<file path="src/rtl/logical_unit_if.sv">
// Request/response bundle for logical_unit_mc: issue-side request plus the
// registered result channel. Port directions are named from the unit's view.
interface logical_unit_if #(
  parameter int XLEN = 32
);
  logic            valid_i;
  logic            ready_o;
  logic [3:0]      funct_i;
  logic            is_branch_op_i;
  logic [XLEN-1:0] op1_i;
  logic [XLEN-1:0] op2_i;
  logic            valid_o;
  logic            ready_i;
  logic [XLEN-1:0] res_o;
  logic            branch_taken_o;
  logic            illegal_o;

  modport slave (
    input  valid_i, funct_i, is_branch_op_i, op1_i, op2_i, ready_i,
    output ready_o, valid_o, res_o, branch_taken_o, illegal_o
  );

  modport master (
    output valid_i, funct_i, is_branch_op_i, op1_i, op2_i, ready_i,
    input  ready_o, valid_o, res_o, branch_taken_o, illegal_o
  );
endinterface

</file>
<file path="src/rtl/logical_unit_mc.sv">
// Handshaked logical / branch-compare unit with optional multi-cycle bit counts.
// Define LOGICAL_BITCNT_EN to build CLZ/CTZ/CPOP and the COUNT/DONE states.
module logical_unit_mc #(
  parameter int XLEN  = 32,
  parameter int CHUNK = 8
) (
  input  logic           clk_i,
  input  logic           rst_n_i,
  input  logic           flush_i,
  logical_unit_if.slave  bus
);
  localparam int CW = $clog2(XLEN) + 1;

  if ((XLEN % CHUNK) != 0) begin : g_chunk_check
    $error("CHUNK must divide XLEN");
  end

  typedef struct packed {
    logic [XLEN-1:0] res;
    logic            taken;
    logic            illegal;
    logic            count;
  } dec_t;

  function automatic dec_t decode(input logic [3:0] f, input logic br,
                                  input logic [XLEN-1:0] a, input logic [XLEN-1:0] b);
    logic signed [XLEN-1:0] sa;
    logic signed [XLEN-1:0] sb;
    dec_t d;
    sa = a;
    sb = b;
    d  = '0;
    if (br) begin
      case (f)
        4'b0000: d.taken = (a == b);
        4'b0001: d.taken = (a != b);
        4'b0100: d.taken = (sa < sb);
        4'b0101: d.taken = (sa >= sb);
        4'b0110: d.taken = (a < b);
        4'b0111: d.taken = (a >= b);
        default: d.illegal = 1'b1;
      endcase
    end else begin
      case (f)
        4'b0010: d.res = XLEN'(sa < sb);
        4'b0011: d.res = XLEN'(a < b);
        4'b0100: d.res = a ^ b;
        4'b0110: d.res = a | b;
        4'b0111: d.res = a & b;
`ifdef LOGICAL_BITCNT_EN
        4'b1000, 4'b1001, 4'b1010: d.count = 1'b1;
`endif
        default: d.illegal = 1'b1;
      endcase
    end
    return d;
  endfunction

  dec_t            dec;
  logic            accept;
  logic            valid_q;
  logic [XLEN-1:0] res_q;
  logic            taken_q;
  logic            illegal_q;

  assign dec    = decode(bus.funct_i, bus.is_branch_op_i, bus.op1_i, bus.op2_i);
  assign accept = bus.valid_i & bus.ready_o;

  assign bus.valid_o        = valid_q;
  assign bus.res_o          = res_q;
  assign bus.branch_taken_o = taken_q;
  assign bus.illegal_o      = illegal_q;

`ifdef LOGICAL_BITCNT_EN
  localparam int N  = XLEN / CHUNK;
  localparam int IW = (N > 1) ? $clog2(N) : 1;

  typedef enum logic [1:0] {IDLE, COUNT, DONE} state_t;

  function automatic logic [CW-1:0] lead_zeros(input logic [CHUNK-1:0] c);
    logic [CW-1:0] n;
    logic          hit;
    n   = '0;
    hit = 1'b0;
    for (int i = CHUNK - 1; i >= 0; i--) begin
      if (c[i]) hit = 1'b1;
      else if (!hit) n = n + CW'(1);
    end
    return n;
  endfunction

  function automatic logic [CW-1:0] trail_zeros(input logic [CHUNK-1:0] c);
    logic [CW-1:0] n;
    logic          hit;
    n   = '0;
    hit = 1'b0;
    for (int i = 0; i < CHUNK; i++) begin
      if (c[i]) hit = 1'b1;
      else if (!hit) n = n + CW'(1);
    end
    return n;
  endfunction

  function automatic logic [CW-1:0] pop_count(input logic [CHUNK-1:0] c);
    logic [CW-1:0] n;
    n = '0;
    for (int i = 0; i < CHUNK; i++) n = n + CW'(c[i]);
    return n;
  endfunction

  state_t          state_q;
  logic [IW-1:0]   idx_q;
  logic [XLEN-1:0] opnd_q, opnd_d;
  logic [CW-1:0]   cnt_q, cnt_d;
  logic            hit_q, hit_d;
  logic [1:0]      kind_q;
  logic [CHUNK-1:0] chunk;

  assign bus.ready_o = (state_q == IDLE) & (~valid_q | bus.ready_i);

  // CLZ walks MSB-first, CTZ/CPOP LSB-first; once a set bit is seen the zero runs stop.
  always_comb begin
    chunk  = (kind_q == 2'b00) ? opnd_q[XLEN-1 -: CHUNK] : opnd_q[CHUNK-1:0];
    opnd_d = (kind_q == 2'b00) ? (opnd_q << CHUNK) : (opnd_q >> CHUNK);
    hit_d  = hit_q | (chunk != '0);
    cnt_d  = cnt_q;
    case (kind_q)
      2'b00:   if (!hit_q) cnt_d = cnt_q + lead_zeros(chunk);
      2'b01:   if (!hit_q) cnt_d = cnt_q + trail_zeros(chunk);
      default: cnt_d = cnt_q + pop_count(chunk);
    endcase
  end

  always_ff @(posedge clk_i) begin
    if (accept && dec.count) begin
      opnd_q <= bus.op1_i;
      cnt_q  <= '0;
      hit_q  <= 1'b0;
      kind_q <= bus.funct_i[1:0];
    end else if (state_q == COUNT) begin
      opnd_q <= opnd_d;
      cnt_q  <= cnt_d;
      hit_q  <= hit_d;
    end
  end
`else
  assign bus.ready_o = ~valid_q | bus.ready_i;
`endif

  always_ff @(posedge clk_i or negedge rst_n_i) begin
    if (!rst_n_i) begin
`ifdef LOGICAL_BITCNT_EN
      state_q   <= IDLE;
      idx_q     <= '0;
`endif
      valid_q   <= 1'b0;
      res_q     <= '0;
      taken_q   <= 1'b0;
      illegal_q <= 1'b0;
    end else if (flush_i) begin
`ifdef LOGICAL_BITCNT_EN
      state_q <= IDLE;
`endif
      valid_q <= 1'b0;
    end else begin
      if (bus.ready_i) valid_q <= 1'b0;
`ifdef LOGICAL_BITCNT_EN
      case (state_q)
        IDLE: begin
          if (accept && dec.count) begin
            state_q <= COUNT;
            idx_q   <= '0;
          end else if (accept) begin
            valid_q   <= 1'b1;
            res_q     <= dec.res;
            taken_q   <= dec.taken;
            illegal_q <= dec.illegal;
          end
        end
        COUNT: begin
          if (idx_q == IW'(N - 1)) state_q <= DONE;
          else idx_q <= idx_q + IW'(1);
        end
        default: begin
          valid_q   <= 1'b1;
          res_q     <= {{(XLEN-CW){1'b0}}, cnt_q};
          taken_q   <= 1'b0;
          illegal_q <= 1'b0;
          state_q   <= IDLE;
        end
      endcase
`else
      if (accept) begin
        valid_q   <= 1'b1;
        res_q     <= dec.res;
        taken_q   <= dec.taken;
        illegal_q <= dec.illegal;
      end
`endif
    end
  end
endmodule

</file>
<file path="src/flat_wrapper.sv">
// flat-port wrapper written by rule: the top's interface ports become plain ports
module logical_unit_mc_flat 
#(
  parameter int XLEN  = 32,
  parameter int CHUNK = 8
)
  (clk_i, rst_n_i, flush_i, bus_valid_i, bus_funct_i, bus_is_branch_op_i, bus_op1_i, bus_op2_i, bus_ready_i, bus_ready_o, bus_valid_o, bus_res_o, bus_branch_taken_o, bus_illegal_o);
  logical_unit_if #(.XLEN(XLEN)) bus_i ();
  input  logic clk_i;
  input  logic rst_n_i;
  input  logic flush_i;
  input wire logic [$bits(bus_i.valid_i)-1:0] bus_valid_i;
  input wire logic [$bits(bus_i.funct_i)-1:0] bus_funct_i;
  input wire logic [$bits(bus_i.is_branch_op_i)-1:0] bus_is_branch_op_i;
  input wire logic [$bits(bus_i.op1_i)-1:0] bus_op1_i;
  input wire logic [$bits(bus_i.op2_i)-1:0] bus_op2_i;
  input wire logic [$bits(bus_i.ready_i)-1:0] bus_ready_i;
  output wire logic [$bits(bus_i.ready_o)-1:0] bus_ready_o;
  output wire logic [$bits(bus_i.valid_o)-1:0] bus_valid_o;
  output wire logic [$bits(bus_i.res_o)-1:0] bus_res_o;
  output wire logic [$bits(bus_i.branch_taken_o)-1:0] bus_branch_taken_o;
  output wire logic [$bits(bus_i.illegal_o)-1:0] bus_illegal_o;
  assign bus_i.valid_i = bus_valid_i;
  assign bus_i.funct_i = bus_funct_i;
  assign bus_i.is_branch_op_i = bus_is_branch_op_i;
  assign bus_i.op1_i = bus_op1_i;
  assign bus_i.op2_i = bus_op2_i;
  assign bus_i.ready_i = bus_ready_i;
  assign bus_ready_o = bus_i.ready_o;
  assign bus_valid_o = bus_i.valid_o;
  assign bus_res_o = bus_i.res_o;
  assign bus_branch_taken_o = bus_i.branch_taken_o;
  assign bus_illegal_o = bus_i.illegal_o;
  logical_unit_mc #(.XLEN(XLEN), .CHUNK(CHUNK)) u_core (.clk_i(clk_i), .rst_n_i(rst_n_i), .flush_i(flush_i), .bus(bus_i));
endmodule
</file>
<file path="config.mk">
export PLATFORM = sky130hd
export DESIGN_NAME = logical_unit_mc_flat
export DESIGN_NICKNAME = d
export VERILOG_FILES = /design/src/rtl/logical_unit_if.sv /design/src/rtl/logical_unit_mc.sv /design/src/flat_wrapper.sv
export SDC_FILE = /design/constraint.sdc
export NUM_CORES = 1
export LEC_CHECK = 0
export CAP_MARGIN = 10
export CORE_MARGIN = 1.5
export CORE_UTILIZATION = 55
export DETAILED_ROUTE_END_ITERATION = 16
export DONT_BUFFER_PORTS = 1
export PLACE_DENSITY_LB_ADDON = 0.05
export SYNTH_ARGS = -nofsm -noshare
export SYNTH_HDL_FRONTEND = slang
export SYNTH_SLANG_ARGS = --single-unit
</file>
<file path="constraint.sdc">
create_clock -name clk_i -period 1.9 [get_ports clk_i]
set_input_delay 0.19 -clock clk_i [delete_from_list [all_inputs] [get_ports clk_i]]
set_output_delay 0.19 -clock clk_i [all_outputs]
set_load 0.03 [all_outputs]
</file>
== Word-level counts from Yosys, hierarchy flattened ==
Cells that the tools add are included.

* Bits in registers: 35
* Logic and storage cells: 39

* $lt $le $gt $ge: 4
* Eq/ne operators: 9
* Multiplexer cells: 10
* Bitwise operators: 7
* Reduce and logical (&&, ||, !) cells: 5

{| class="wikitable"
|+ Operators with widths
! operator !! count
|-
| case mux 32 bit (5 select lines) || 1
|-
| greater-or-equal comparator 32 bit || 2
|-
| less-than comparator 32 bit || 2
|-
| bitwise AND 32 bit || 1
|-
| equality test 32 bit || 1
|-
| two-way mux 32 bit || 1
|-
| != test 32 bit || 1
|-
| bitwise OR 32 bit || 1
|-
| XOR 32 bit || 1
|-
| equality test 4 x 3 -> 1 bit, second input constant || 4
|-
| equality test 4 x 2 -> 1 bit, second input constant || 2
|-
| two-way mux 1 bit || 7
|-
| case mux 1 bit (6 select lines) || 1
|-
| OR reduction 6 bit || 1
|-
| OR reduction 5 bit || 1
|-
| equality test 4 x 1 -> 1 bit, second input constant || 1
|-
| zero test 4 bit || 1
|-
| nonzero test 3 bit || 1
|-
| inverter 1 bit || 2
|-
| AND reduction 2 bit || 1
|-
| bitwise AND 1 bit || 1
|-
| bitwise OR 1 bit || 1
|}

== Logic depth before layout (Yosys ltp) ==
Gate-level depths: netlist of the first run.

* Word-level depth: 5
* Mapped depth: 10
* Mapped depth without buffers: 10

== Worst setup path before layout of the first run ==
No wires, ideal clock.

* Path kind: input to register
* Start: input port bus_op2_i[12]
* End: register u_core.taken_q (netlist: u_core.bus.branch_taken_o)
* Arrival time: 2.083 ns
* Required time: 1.816 ns
* Setup slack: -0.267 ns
* Cell stages on the path: 10
* Buffers on the path: 0
* Cell sequence: inv_1 ha_1 or4_4 nand3b_4 a21oi_2 a2111oi_1 o21ai_2 o21ai_1 a2111o_1 a41oi_2

* Word-level cells in the longest chain between the ends: 3
* Elaborated cells between the ends (all ways): 8
* Those cells by class: 4 x order compare; 2 x eq/ne; 2 x mux

{| class="wikitable"
|+ Ends and longest elaborated chain
! element !! line !! source
|-
| start, declared || flat_wrapper.sv:16 || <nowiki>input wire logic [$bits(bus_i.op2_i)-1:0] bus_op2_i;</nowiki>
|-
| greater-or-equal comparator 32 bit (tied with other cells) || logical_unit_mc.sv:40 || <nowiki>4'b0111: d.taken = (a >= b);</nowiki>
|-
| case mux 1 bit (6 select lines) (*) || logical_unit_mc.sv:34 || <nowiki>case (f)</nowiki>
|-
| two-way mux 1 bit (*) || logical_unit_mc.sv:33 || <nowiki>if (br) begin</nowiki>
|-
| end signal, assigned || logical_unit_mc.sv:196 || <nowiki>taken_q <= dec.taken;</nowiki>
|-
| end, declared || logical_unit_mc.sv:63 || <nowiki>logic taken_q;</nowiki>
|}

Mark *: on every way between the ends. The rest lies on a longest branch, timed or not.
A chain may end at the register's enable or synchronous reset.

== Final worst setup path of the first run ==
* Start: input port bus_op2_i[30]
* End: register u_core.taken_q (netlist: u_core.bus.branch_taken_o)

Same word-level chain as after synthesis.

==> results of run 1 <==
[layout make-up]
type,instances,area (um^2),share of cell area
Clock buffer,7,96.3,0.0212
Clock inverter,1,7.51,0.00165
Inverter,104,405,0.0890
Multi-Input combinational cell,310,2700,0.593
Sequential cell,35,876,0.192
Tap cell,96,120,0.0264
Timing Repair Buffer,44,348,0.0764
[power by group through the flow]
stage,registers [mW],clock network (mW),logic (mW)
2_1_floorplan,0.867,0,0.405
3_3_place_gp,0.873,0,0.540
3_5_place_dp,0.873,0,0.558
4_1_cts,0.859,0.625,0.586
5_1_grt,0.862,0.664,0.705
6_report,0.858,0.609,0.622
[cell families (layout without fill, tap and decap cells)]
| logic type | Yosys count | in the layout |
|---|---|---|
| buffers and inverters | 123 | 156 |
| XOR/XNOR | 3 | 3 |
| flip-flops | 35 | 35 |
| multiplexers | 25 | 25 |
| adder cells (fa/ha/maj) | 96 | 96 |
| AO/OA/AOI/OAI | 108 | 108 |
| AND/OR/NAND/NOR | 78 | 78 |
[what timing repair did]
| action | CTS | global route |
|---|---|---|
| gates resized for setup | 1 | 18 |
| gates cloned | 0 | 0 |
| hold buffers | 3 | 0 |
| setup endpoints to repair | 2 | 8 |
| hold endpoints to repair | 36 | 0 |
| pin swaps | 0 | 2 |
[routing by layer]
metal / vias up / track usage
li1: 1605 / -
met1: 1519 / 0.300
met2: 83 / 0.400
met3: 8 / 0.0645
met4: 0 / 0.0630
met5: - / 0
[through the flow]
| step | util | hold WS [ns] | instance area (um^2) | total power, mW |
|---|---|---|---|---|
| final | 0.670 | 0.0442 | 4550 | 2.09 |
| after CTS | 0.654 | 0.0244 | 4440 | 2.07 |
| after global routing | 0.670 | 0.0376 | 4550 | 2.23 |
| after floorplan | - | -0.106 | 3940 | 1.27 |
| after detailed placement | 0.633 | -0.105 | 4300 | 1.43 |
| after global placement | 0.633 | -0.105 | 4300 | 1.41 |
[sequential cells by signal, summed over array words and instances, names as in the netlist]
signal                     count
u_core.bus.branch_taken_o      1
u_core.bus.illegal_o           1
u_core.bus.res_o              32
u_core.bus.valid_o             1
[critical path, cell delays in order]
cell                       delay, ns
sky130_fd_sc_hd__inv_1          0.04
sky130_fd_sc_hd__ha_1           0.34
sky130_fd_sc_hd__buf_4          0.16
sky130_fd_sc_hd__nor4_2         0.30
sky130_fd_sc_hd__nand2_1        0.18
sky130_fd_sc_hd__o21ai_1        0.24
sky130_fd_sc_hd__xnor2_1        0.10
sky130_fd_sc_hd__a2111o_1       0.42
sky130_fd_sc_hd__a41oi_2        0.12
[how the worst max path moves through the flow]
| stage | startpoint | endpoint | slack, ns | cells past startpoint |
|---|---|---|---|---|
| 2_1_floorplan | bus_op1_i[14] | u_core.bus.branch_taken_o | -0.17 | 10 |
| 3_3_place_gp | bus_op2_i[7] | u_core.bus.branch_taken_o | -0.33 | 11 |
| 3_5_place_dp | bus_op2_i[7] | u_core.bus.branch_taken_o | -0.36 | 11 |
| 4_1_cts | bus_op2_i[17] | u_core.bus.branch_taken_o | 0.002 | 11 |
| 5_1_grt | bus_op2_i[30] | u_core.bus.branch_taken_o | -0.09 | 9 |
| 6_report | bus_op2_i[30] | u_core.bus.branch_taken_o | 0.02 | 9 |
[cells in the final DEF, fill, tap and decap left out, drive strengths merged, types with 7 or more instances in the layout]
master	n
ha	96
a22oi	31
inv	103
o21ai	44
mux2i	25
nor2	12
buf	42
dfrtp	35
clkbuf	7
a21oi	16
nand2	44
==> Flow_metrics.wiki, run 1 <==
{| class="wikitable"
! Metric !! Value
|-
| Final ANT Viol Nets || 0
|-
| Main flop type after synthesis || sky130_fd_sc_hd__dfrtp_1
|-
| Global-route wire length before repair || 14.2 mm
|-
| Synth Area in Adders || 0.310
|-
| Vias per std cell || 5.39
|-
| Cell row count || 30
|-
| Proportion of power drawn by combinational gates || 0.298
|-
| Clock latency of the later-clocked register in the worst-skew pair || around 0.29 ns
|-
| Hold Crit Endpoint || u_core.bus.valid_o
|-
| Leading area contributor after synthesis || sky130_fd_sc_hd__ha_1
|-
| Final Worst Setup Slack || 0.0195 ns
|-
| Synth unique cells || 38
|-
| Highest fanout seen on the critical path || 4
|-
| Clock network fraction of design power || 0.292
|-
| Wire length after detailed routing || roughly 9.0 mm
|-
| Syn Inst Count || 468
|-
| Met3 WL || 665 um
|-
| Antenna diode count || 0
|-
| Time the worst path needs with I/O delays and setup || around 1.9 ns
|-
| Maximum number of pins on one net before global-route repair || 46
|-
| Post-route clock period utilization || 0.990
|-
| Final-layout setup total negative slack || 0 ns
|-
| Worst setup slack after placement || -0.362 ns
|-
| Max-slew violation total from the final report || 0
|-
| Syn_area_per_cell || about 8.3 um^2
|-
| Seq/Total Area, Yosys || 0.226
|-
| XOR/XNOR share of the synthesized area || 0.00679
|-
| Maximum clock frequency || 0.532 GHz
|-
| Top routing layer used || met4
|-
| Met2 layer wire length in the routed design || around 4.4 mm
|-
| Antenna violations before repair || 0
|-
| H-tree levels || 2
|-
| IO Count || 110
|-
| Slew headroom || 0.712
|-
| Area share of the largest cell type after synthesis || 0.310
|-
| Fraction of power spent switching nets || 0.327
|-
| End of the worst register-to-register path || u_core.bus.res_o[24]
|-
| Total nets after synthesis || 638
|-
| Worst-margin pin slew || 0.431 ns
|-
| Placed Instances || 586
|-
| Worst setup slack for register-to-register paths || 0.25 ns
|-
| Count of non-filler cells in the finished layout || 597
|-
| Static Leak || 2.44 nW
|-
| Kind of critical path || in2reg
|-
| Run status || completed
|-
| Area of the mapped netlist || 0.00387 mm^2
|-
| Starting density of the core || 0.570
|-
| DRT met1 WL || between 3 and 4 mm
|-
| Cell at the root of the clock tree || sky130_fd_sc_hd__clkbuf_8
|-
| Leftover overflow at the end of global routing || 0
|-
| Sequential power share || 0.411
|-
| Die Y || 86.9 um
|-
| Final setup violating endpoints || 0
|-
| Class of the tightest hold or removal check || in2reg
|-
| Ranking of synthesized cells by area || sky130_fd_sc_hd__ha_1 (31%), sky130_fd_sc_hd__dfrtp_1 (23%), sky130_fd_sc_hd__inv_1 (10%)
|-
| Remaining routing DRC violations || 0
|-
| Number of maximum-capacitance violations || 0
|-
| Routed via count || between 3,000 and 4,000
|-
| HPWL reported at the end of detailed placement || 6.67 mm
|-
| Sinks on the clock net || 35
|-
| Final GP Congestion || about 0.83
|-
| Largest family of logic cells by synthesized area || adder cells
|-
| Average detailed-routed wire length per instance || around 15 um
|-
| GRT Resource Usage Total || 0.238
|-
| Ratio of total power to cell area || between 400 and 500 mW/mm^2
|-
| First-iteration detailed-routing DRC count || 120
|-
| Worst reg2reg path startpoint || u_core.bus.valid_o
|-
| Core Box Area || 0.00679 mm^2
|-
| Net count, final || 670
|-
| Die ar. || 0.00755 mm^2
|-
| Internal power || 1.41 mW
|-
| Number of inserted filler cells in the final layout || 609
|-
| Post-synth EDFFs || 0
|-
| Final Hold Fails || 0
|-
| Number of buffers added on ports || 0
|-
| Unrepaired setup endpoints after global routing || yes
|-
| Vias in the first global route || 3,166
|-
| Worst hold path cell count || 2
|-
| Leading post-synthesis cells by instance count || sky130_fd_sc_hd__inv_1 (103), sky130_fd_sc_hd__ha_1 (96), sky130_fd_sc_hd__nand2_1 (44), sky130_fd_sc_hd__o21ai_0 (40), sky130_fd_sc_hd__dfrtp_1 (35)
|-
| Deepest clock path buffer count || 2
|-
| Proportion of synthesized area in mux cells || 0.0647
|-
| Proportion of layout cells with a drive suffix above 1 || 0.166
|-
| DRT Pass-1 Iters || 4
|-
| #FFs+latches synth || 35
|-
| Start point of the worst hold path || bus_valid_i
|-
| Clock Skews || 0.00380 ns
|-
| X dimension of the die || slightly below 90 um
|-
| Worst Setup End Kind || flip-flop
|-
| Synthesis Warnings || 0
|-
| Clock tree from TritonCTS || done
|-
| Switching Power || 0.684 mW
|-
| Share of the synthesized area in compound gates (AO/OA/AOI/OAI) || 0.177
|-
| Data required time of the worst path || 2.11 ns
|-
| Most numerous cell in the Yosys netlist || sky130_fd_sc_hd__inv_1
|-
| Launching element type of the critical path || primary input
|-
| Proportion of synthesized flip-flops having asynchronous set or reset || 1.00
|-
| R2R cell count || 6
|-
| Worst supply voltage drop on vdd || 0.000281 V
|-
| Synthesized-area fraction occupied by and/or/nand/nor cells || 0.0957
|-
| Number of buffers inserted during clock tree synthesis || 5
|-
| Critical path arrival || around 2.1 ns
|-
| Synthesis-to-finish area growth || 17.7%
|-
| Clock transition at the registers of the reported paths || 0.07 ns
|-
| Post-CTS setup buffers || 0
|}
No activity file was read; power rests on OpenSTA's default activity.
==> run 2: changes to the inputs <==
- ABC_AREA: unset -> 1
- CORE_UTILIZATION: 55 -> 33
==> Flow_metrics.wiki, run 2 <==
{| class="wikitable"
! Metric !! Value
|-
| Run status || completed
|-
| Final Cell Area || 0.00424 mm^2 (-6.9%)
|-
| Maximum number of pins on one net before global-route repair || 36 (-22%)
|-
| Worst reg2reg path startpoint || u_core.bus.valid_o
|-
| Dominant cell type by count on the critical path || sky130_fd_sc_hd__nand2_1
|-
| Placed Area || 0.00404 mm^2 (-5.9%)
|-
| Unrepaired setup endpoints after global routing || no
|-
| Top delay family on crit path || simple AND/OR/NAND/NOR gates
|-
| Leading post-synthesis cells by instance count || sky130_fd_sc_hd__ha_1 (96), sky130_fd_sc_hd__inv_1 (93), sky130_fd_sc_hd__nand2_1 (73), sky130_fd_sc_hd__nor2_1 (57), sky130_fd_sc_hd__dfrtp_1 (35)
|-
| Main flop type after synthesis || sky130_fd_sc_hd__dfrtp_1
|-
| Final setup violating endpoints || 0 (unchanged)
|-
| Clock tree from TritonCTS || done
|-
| Synth unique cells || 28 (-26%)
|-
| R2R cell count || 9 (+3)
|-
| #FFs+latches synth || 35 (unchanged)
|-
| Max stage delay on crit path || 0.30 ns (-0.12 ns)
|-
| Deepest clock path buffer count || 2 (unchanged)
|-
| Global-route wire length before repair || 16.0 mm (+12%)
|-
| Kind of critical path || in2reg
|-
| Leftover overflow at the end of global routing || 0 (unchanged)
|-
| Worst Setup End Kind || flip-flop
|-
| Wire length after detailed routing || 10.0 mm (+12%)
|-
| Number of buffers added on ports || 0 (unchanged)
|-
| Start point of the worst hold path || bus_valid_i
|-
| Vias per std cell || 4.83 (-10%)
|-
| Maximum clock frequency || 0.621 GHz (+17%)
|-
| Syn_area_per_cell || 7.72 um^2 (-6.6%)
|-
| WP buf/inv || 2 (unchanged)
|-
| Most numerous cell in the Yosys netlist || sky130_fd_sc_hd__ha_1
|-
| Static Leak || 2.36 nW (-3.6%)
|-
| Antenna violations before repair || 0 (unchanged)
|-
| Final GP Congestion || 0.780 (-6.1%)
|-
| Hold Crit Endpoint || u_core.bus.valid_o
|-
| End of the worst register-to-register path || u_core.bus.res_o[4]
|-
| Switching Power || 0.680 mW (-0.45%)
|-
| Final Hold Fails || 0 (unchanged)
|-
| Clock Skews || 0.00836 ns (+0.00456 ns)
|-
| Launching element type of the critical path || primary input
|-
| H-tree levels || 2 (unchanged)
|-
| Fraction of power spent switching nets || 0.309 (-0.0179)
|-
| Antenna diode count || 0 (unchanged)
|-
| Vias in the first global route || 3,217 (+1.6%)
|-
| Final Worst Setup Slack || 0.291 ns (+0.271 ns)
|-
| Standard cell with the maximum stage delay on the critical path || sky130_fd_sc_hd__ha_1
|-
| GRT Resource Usage Total || 0.174 (-0.0633)
|-
| Most common cell after layout, fill and taps aside || sky130_fd_sc_hd__ha_1
|-
| Number of buffers inserted during clock tree synthesis || 5 (unchanged)
|-
| First-iteration detailed-routing DRC count || 125 (+4.2%)
|-
| Ranking of synthesized cells by area || sky130_fd_sc_hd__ha_1 (32%), sky130_fd_sc_hd__dfrtp_1 (23%), sky130_fd_sc_hd__inv_1 (9.3%)
|-
| Sinks on the clock net || 35 (unchanged)
|-
| Average detailed-routed wire length per instance || 15.5 um (+3.3%)
|-
| Placed Instances || 635 (+8.4%)
|-
| Post-CTS Resized || 0 (-1)
|-
| Critical path arrival || 1.78 ns (-0.31 ns)
|-
| Synthesis-to-finish area growth || 12.8%
|-
| Post-synth EDFFs || 0 (unchanged)
|-
| Worst setup slack after placement || -0.0108 ns (+0.351 ns)
|-
| Proportion of synthesized flip-flops having asynchronous set or reset || 1.00 (unchanged)
|-
| Worst hold slack after final layout || 0.0503 ns (+0.00608 ns)
|-
| Die ar. || 0.0120 mm^2 (+60%)
|-
| Class of the tightest hold or removal check || in2reg
|-
| Post-route clock period utilization || 0.847 (-0.143)
|-
| Die Y || 110 um (+26%)
|-
| Ratio of total power to cell area || 519 mW/mm^2 (+13%)
|-
| Most used cells in the layout excluding fill and tap cells || sky130_fd_sc_hd__ha_1 (96), sky130_fd_sc_hd__inv_1 (93), sky130_fd_sc_hd__nand2_1 (73)
|-
| Worst-margin pin slew || 0.362 ns (-0.0695 ns)
|-
| Synthesis Warnings || 0 (unchanged)
|-
| Number of flip-flops under the largest register name || 32 (unchanged)
|-
| Area share of the largest cell type after synthesis || 0.319 (+0.00909)
|-
| Time the worst path needs with I/O delays and setup || 1.61 ns (-0.271 ns)
|-
| Final ANT Viol Nets || 0 (unchanged)
|-
| DRT Pass-1 Iters || 4 (unchanged)
|-
| Cell row count || 38 (+27%)
|-
| Max-slew violation total from the final report || 0 (unchanged)
|-
| Worst setup slack for register-to-register paths || 0.31 ns (+0.06 ns)
|-
| Total nets after synthesis || 657 (+3.0%)
|-
| Slew headroom || 0.759 (+0.0466)
|-
| HPWL reported at the end of detailed placement || 7.73 mm (+16%)
|-
| Internal power || 1.52 mW (+8.1%)
|-
| Routed via count || 3,123 (-2.9%)
|-
| Cells along the critical path || inv_1 -> ha_1 -> nor2_1 -> nand2_1 -> nor3_1 -> nand2_2 -> inv_1 -> nand2_2 -> nand2_1 -> nand2_2 -> nand3_1 -> nand2_1 -> o21ai_1 -> nand2_1
|-
| Net count, final || 675 (+0.75%)
|-
| Worst hold path cell count || 2 (unchanged)
|-
| Cell at the root of the clock tree || sky130_fd_sc_hd__clkbuf_16
|-
| X dimension of the die || 110 um (+26%)
|-
| Count of non-filler cells in the finished layout || 646 (+8.2%)
|-
| Area of the mapped netlist || 0.00376 mm^2 (-2.8%)
|-
| Clock latency of the later-clocked register in the worst-skew pair || 0.28 ns (about the same)
|-
| Leading area contributor after synthesis || sky130_fd_sc_hd__ha_1
|-
| Proportion of power drawn by combinational gates || 0.219 (-0.079)
|-
| Starting density of the core || 0.342 (-0.227)
|-
| Clock network fraction of design power || 0.410 (+0.118)
|-
| Data required time of the worst path || 2.07 ns (-0.04 ns)
|-
| Proportion of layout cells with a drive suffix above 1 || 0.0889 (-0.0767)
|-
| Worst supply voltage drop on vdd || 0.000267 V (-5.2%)
|-
| Clock transition at the registers of the reported paths || 0.06 ns (about the same)
|-
| Number of maximum-capacitance violations || 0 (unchanged)
|-
| Final-layout setup total negative slack || 0 ns (unchanged)
|-
| Syn Inst Count || 487 (+4.1%)
|-
| Post-CTS setup buffers || 0 (unchanged)
|-
| Seq/Total Area, Yosys || 0.233 (+0.00663)
|-
| Highest fanout seen on the critical path || 4 (unchanged)
|-
| Core Box Area || 0.0110 mm^2 (+62%)
|-
| Remaining routing DRC violations || 0 (unchanged)
|-
| IO Count || 110 (unchanged)
|-
| Sequential power share || 0.371 (-0.040)
|}
==> run 2: cell types whose count changed after synthesis, sizes merged, moves of 9 or more <==
cell | before | now
a221oi | 2 | 31
a22oi | 31 | 0
mux2i | 25 | 0
nand2 | 44 | 77
nor2 | 12 | 58
o21ai | 44 | 35
==> run 2: through the flow <==
step                power (mW)   util
CTS                       2.24  0.386
floorplan                 1.16      -
global route              2.34  0.386
global placement          1.29  0.368
finish                    2.20  0.386
detailed placement        1.29  0.368
==> run 2: worst register-to-register path, stage by stage, from the launching register on <==
cell and delay [ns]:
sky130_fd_sc_hd__dfrtp_1 0.37, sky130_fd_sc_hd__inv_1 0.05, sky130_fd_sc_hd__nor2_1 0.04, sky130_fd_sc_hd__nor3_1 0.15
sky130_fd_sc_hd__buf_4 0.16, sky130_fd_sc_hd__nand2_1 0.05, sky130_fd_sc_hd__nor2_1 0.17, sky130_fd_sc_hd__inv_1 0.08
sky130_fd_sc_hd__buf_4 0.24, sky130_fd_sc_hd__o21ai_0 0.19
==> run 2: cell type report <==
type                    instances  area, um^2
flip-flops and latches         35         876
repair buffers                 26         213
fillers                      1145        6740
multi-input cells             341        2460
well taps                     140         175
clock buffers                   8         156
inverters                      96         360
==> run 2: cells by family (layout without fill, tap and decap cells) <==
kind of cell / count (synthesis) / count (layout) / synth area share
simple gates: 160 / 160 / 0.185
compound gates: 85 / 85 / 0.150
flops: 35 / 35 / 0.233
fa+ha+maj: 96 / 96 / 0.319
buf+inv: 111 / 130 / 0.113
==> run 2: repair_timing <==
item	CTS	global route
endpoints found under the setup margin	0	0
hold endpoints to repair	36	0
hold buffers	3	0
==> run 2: metal layers <==
metal  part of all wire  vias up  GRT usage
li1                   -     1599          -
met1               0.42     1436      0.207
met2               0.50       78      0.301
met3              0.067       10     0.0510
met4              0.014        0     0.0538
met5                  0        -          0
==> run 2: worst max path at each step <==
stage / startpoint / to / slack [ns] / cells past startpoint
3_3_place_gp: bus_op2_i[22] / u_core.bus.res_o[0] / 0.01 / 14
4_1_cts: bus_op2_i[23] / u_core.bus.res_o[0] / 0.28 / 14
2_1_floorplan: bus_op2_i[31] / u_core.bus.res_o[0] / 0.20 / 14
6_report: bus_op2_i[23] / u_core.bus.res_o[0] / 0.29 / 14
3_5_place_dp: bus_op2_i[22] / u_core.bus.res_o[0] / -0.01 / 14
5_1_grt: bus_op2_i[23] / u_core.bus.res_o[0] / 0.03 / 14
==> run 2: power groups by stage <==
stage | Clock, mW | Combinational, mW | Sequential, mW
final | 0.902 | 0.481 | 0.817
after global routing | 0.961 | 0.562 | 0.820
after CTS | 0.933 | 0.492 | 0.818
after detailed placement | 0 | 0.462 | 0.832
after global placement | 0 | 0.455 | 0.832
after floorplan | 0 | 0.335 | 0.829
==> run 3: changes to the inputs <==
- ABC_AREA: 1 -> 0
- clock period: 1.9 -> 1.4 ns (I/O delays scaled with it)
==> Flow_metrics.wiki, run 3 (synthesized netlist as in run 1, its figures left out) <==
{| class="wikitable"
! Metric !! Value
|-
| Run status || finished with violations
|-
| Violations in the final reports || negative setup slack
|-
| Core Box Area || 0.0114 mm^2 (+4.0%)
|-
| Final setup violating endpoints || 33 (+33)
|-
| Worst setup slack after placement || -0.793 ns (-0.782 ns)
|-
| Antenna diode count || 0 (unchanged)
|-
| Worst setup slack for register-to-register paths || -0.19 ns (-0.50 ns)
|-
| Worst Setup End Kind || flip-flop
|-
| Clock Skews || 0.00523 ns (-0.00313 ns)
|-
| Remaining routing DRC violations || 0 (unchanged)
|-
| Hold Crit Endpoint || u_core.bus.illegal_o
|-
| Final Hold Fails || 0 (unchanged)
|-
| Die ar. || 0.0124 mm^2 (+2.8%)
|-
| Max-slew violation total from the final report || 0 (unchanged)
|-
| Antenna violations before repair || 0 (unchanged)
|-
| Vias in the first global route || 3,431 (+6.7%)
|-
| Critical path arrival || 2.06 ns (+0.28 ns)
|-
| Global-route wire length before repair || 16.7 mm (+4.8%)
|-
| Net count, final || 691 (+2.4%)
|-
| Final ANT Viol Nets || 0 (unchanged)
|-
| Maximum clock frequency || 0.542 GHz
|-
| Final GP Congestion || 0.781 (+0.10%)
|-
| Top routing layer used || met4
|-
| Standard cell with the maximum stage delay on the critical path || sky130_fd_sc_hd__or4_4
|-
| Class of the tightest hold or removal check || in2reg
|-
| Wire length after detailed routing || 10.4 mm (+3.2%)
|-
| End of the worst register-to-register path || u_core.bus.res_o[0]
|-
| Leftover overflow at the end of global routing || 0 (unchanged)
|-
| Top delay family on crit path || compound AO/OA/AOI/OAI gates
|-
| Starting density of the core || 0.339 (-0.00341)
|-
| Number of flip-flops under the largest register name || 32 (unchanged)
|-
| Number of buffers added on ports || 0 (unchanged)
|-
| Number of buffers inserted during clock tree synthesis || 5 (unchanged)
|-
| Ratio of total power to cell area || 658 mW/mm^2 (+27%)
|-
| Fraction of the core area covered by cells at the end of the flow || 0.446 (+0.0598)
|-
| Cell at the root of the clock tree || sky130_fd_sc_hd__clkbuf_16
|-
| Max stage delay on crit path || 0.54 ns (+0.24 ns)
|-
| Worst reg2reg path startpoint || u_core.bus.valid_o
|-
| Cell row count || 39 (+2.6%)
|-
| Final Worst Setup Slack || -0.446 ns (-0.737 ns)
|-
| Final Cell Area || 0.00509 mm^2 (+20%)
|-
| Synthesis-to-finish area growth || 31.6%
|-
| Most used cells in the layout excluding fill and tap cells || sky130_fd_sc_hd__inv_1 (97), sky130_fd_sc_hd__ha_1 (89), sky130_fd_sc_hd__buf_4 (52)
|-
| Die Y || 111 um (+1.4%)
|-
| H-tree levels || 2 (unchanged)
|-
| Worst supply voltage drop on vdd || 0.000387 V (+45%)
|-
| Worst hold path cell count || 2 (unchanged)
|-
| Average detailed-routed wire length per instance || 15.6 um (+0.27%)
|-
| Clock transition at the registers of the reported paths || 0.06 ns (about the same)
|-
| DRT Pass-1 Iters || 4 (unchanged)
|-
| Data required time of the worst path || 1.61 ns (-0.46 ns)
|-
| Number of inserted filler cells in the final layout || 1,196 (+4.5%)
|-
| Time the worst path needs with I/O delays and setup || approximately 1.8 ns
|-
| WP buf/inv || 1 (-1)
|-
| DRT met1 WL || 4.37 mm (+4.4%)
|-
| Met2 layer wire length in the routed design || 5.16 mm (+2.6%)
|-
| Proportion of layout cells with a drive suffix above 1 || 0.272 (+0.183)
|-
| Slew headroom || 0.764 (+0.00512)
|-
| Deepest clock path buffer count || 2 (unchanged)
|-
| HPWL reported at the end of detailed placement || 7.61 mm (-1.5%)
|-
| Unrepaired setup endpoints after global routing || yes
|-
| Placed Area || 0.00446 mm^2 (+10%)
|-
| IO Count || 110 (unchanged)
|-
| Clock latency of the later-clocked register in the worst-skew pair || 0.29 ns (about the same)
|-
| Met3 WL || 700 um (+3.9%)
|-
| Highest fanout seen on the critical path || 3 (-1)
|-
| Sinks on the clock net || 35 (unchanged)
|-
| Maximum number of pins on one net before global-route repair || 46 (+28%)
|-
| Most common cell after layout, fill and taps aside || sky130_fd_sc_hd__inv_1
|-
| Post-route clock period utilization || 1.32
|-
| Launching element type of the critical path || primary input
|-
| Static Leak || 2.67 nW (+13%)
|-
| R2R cell count || 9 (unchanged)
|-
| Vias per std cell || 5.01 (+3.7%)
|-
| Start point of the worst hold path || bus_funct_i[3]
|-
| GRT Resource Usage Total || 0.170 (-0.00435)
|-
| First-iteration detailed-routing DRC count || 102 (-18%)
|-
| Routed via count || 3,334 (+6.8%)
|-
| Cells along the critical path || inv_12 -> ha_4 -> or4_4 -> nand3b_4 -> a21oi_4 -> a2111oi_4 -> o21ai_2 -> o21ai_1 -> a2111o_1 -> a41oi_2
|-
| Number of maximum-capacitance violations || 0 (unchanged)
|-
| Kind of critical path || in2reg
|-
| X dimension of the die || 111 um (+1.4%)
|-
| Worst-margin pin slew || 0.354 ns (-0.00768 ns)
|-
| Clock tree from TritonCTS || done
|}
-- run 3: changes by cell type in the layout (fill, tap and decap cells not counted), moves of 5 or more --
| cell | before | now |
|---|---|---|
| sky130_fd_sc_hd__buf_6 | 0 | 5 |
| sky130_fd_sc_hd__nand2_1 | 73 | 44 |
| sky130_fd_sc_hd__mux2i_1 | 0 | 25 |
| sky130_fd_sc_hd__nand3_1 | 10 | 1 |
| sky130_fd_sc_hd__o21ai_2 | 0 | 32 |
| sky130_fd_sc_hd__ha_1 | 96 | 89 |
| sky130_fd_sc_hd__a221oi_1 | 31 | 1 |
| sky130_fd_sc_hd__o21ai_1 | 27 | 4 |
| sky130_fd_sc_hd__buf_4 | 23 | 52 |
| sky130_fd_sc_hd__nor2_1 | 57 | 9 |
| sky130_fd_sc_hd__a22oi_1 | 0 | 31 |
| sky130_fd_sc_hd__ha_4 | 0 | 7 |
-- run 3: per-layer routing --
layer / global-route usage / up-vias
met5: 0 / -
met4: 0.0338 / 0
met3: 0.0585 / 11
met2: 0.306 / 82
met1: 0.195 / 1591
li1: - / 1650
-- run 3: worst register-to-register path: cells and delay by family, from the launching register on --
family	cells	cell delay, ns
simple gates	4	0.55
flops	1	0.42
compound gates	1	0.13
buf+inv	4	0.41
-- run 3: timing repair --
item,CTS,global route
pin swaps,38,7
buffers inserted,10,1
hold buffers,4,1
hold endpoints to repair,36,1
setup endpoints to repair,33,35
resized for setup,57,31
cloned,1,0
-- run 3: area by class of cell --
cell class                 instances  area, um^2  share of cell area
multi-input combinational        310        2910               0.571
sequential                        35         877               0.172
timing repair buffer              65         562               0.110
inverter                         104         408              0.0801
tap                              143         179              0.0351
clock buffer                       8         156              0.0307
-- run 3: how the worst max path moves through the flow --
stage | slack, ns | start | to | cells after the start
final | -0.45 | bus_op1_i[14] | u_core.bus.branch_taken_o | 10
after global routing | -0.49 | bus_op2_i[29] | u_core.bus.branch_taken_o | 11
after CTS | -0.44 | bus_op1_i[14] | u_core.bus.branch_taken_o | 10
after detailed placement | -0.79 | bus_op2_i[7] | u_core.bus.branch_taken_o | 11
after global placement | -0.78 | bus_op1_i[14] | u_core.bus.branch_taken_o | 10
after floorplan | -0.62 | bus_op1_i[14] | u_core.bus.branch_taken_o | 10
-- run 3: report_power, final --
group	internal [mW]	switching [mW]
combinational	0.486	0.502
sequential	1.05	0.111
clock	0.758	0.441
total	2.30	1.05
-- run 3: metrics by stage --
step | hold WS [ns] | power (mW) | TNS (ns) | std cells
6_report | 0.0530 | 3.35 | -3.06 | 665
5_1_grt | 0.0655 | 3.57 | -5.25 | 665
3_5_place_dp | -0.155 | 1.99 | -6.55 | 644
3_3_place_gp | -0.155 | 1.99 | -6.92 | 644
2_1_floorplan | -0.156 | 1.74 | -1.17 | 468
4_1_cts | 0.0607 | 3.37 | -3.37 | 667
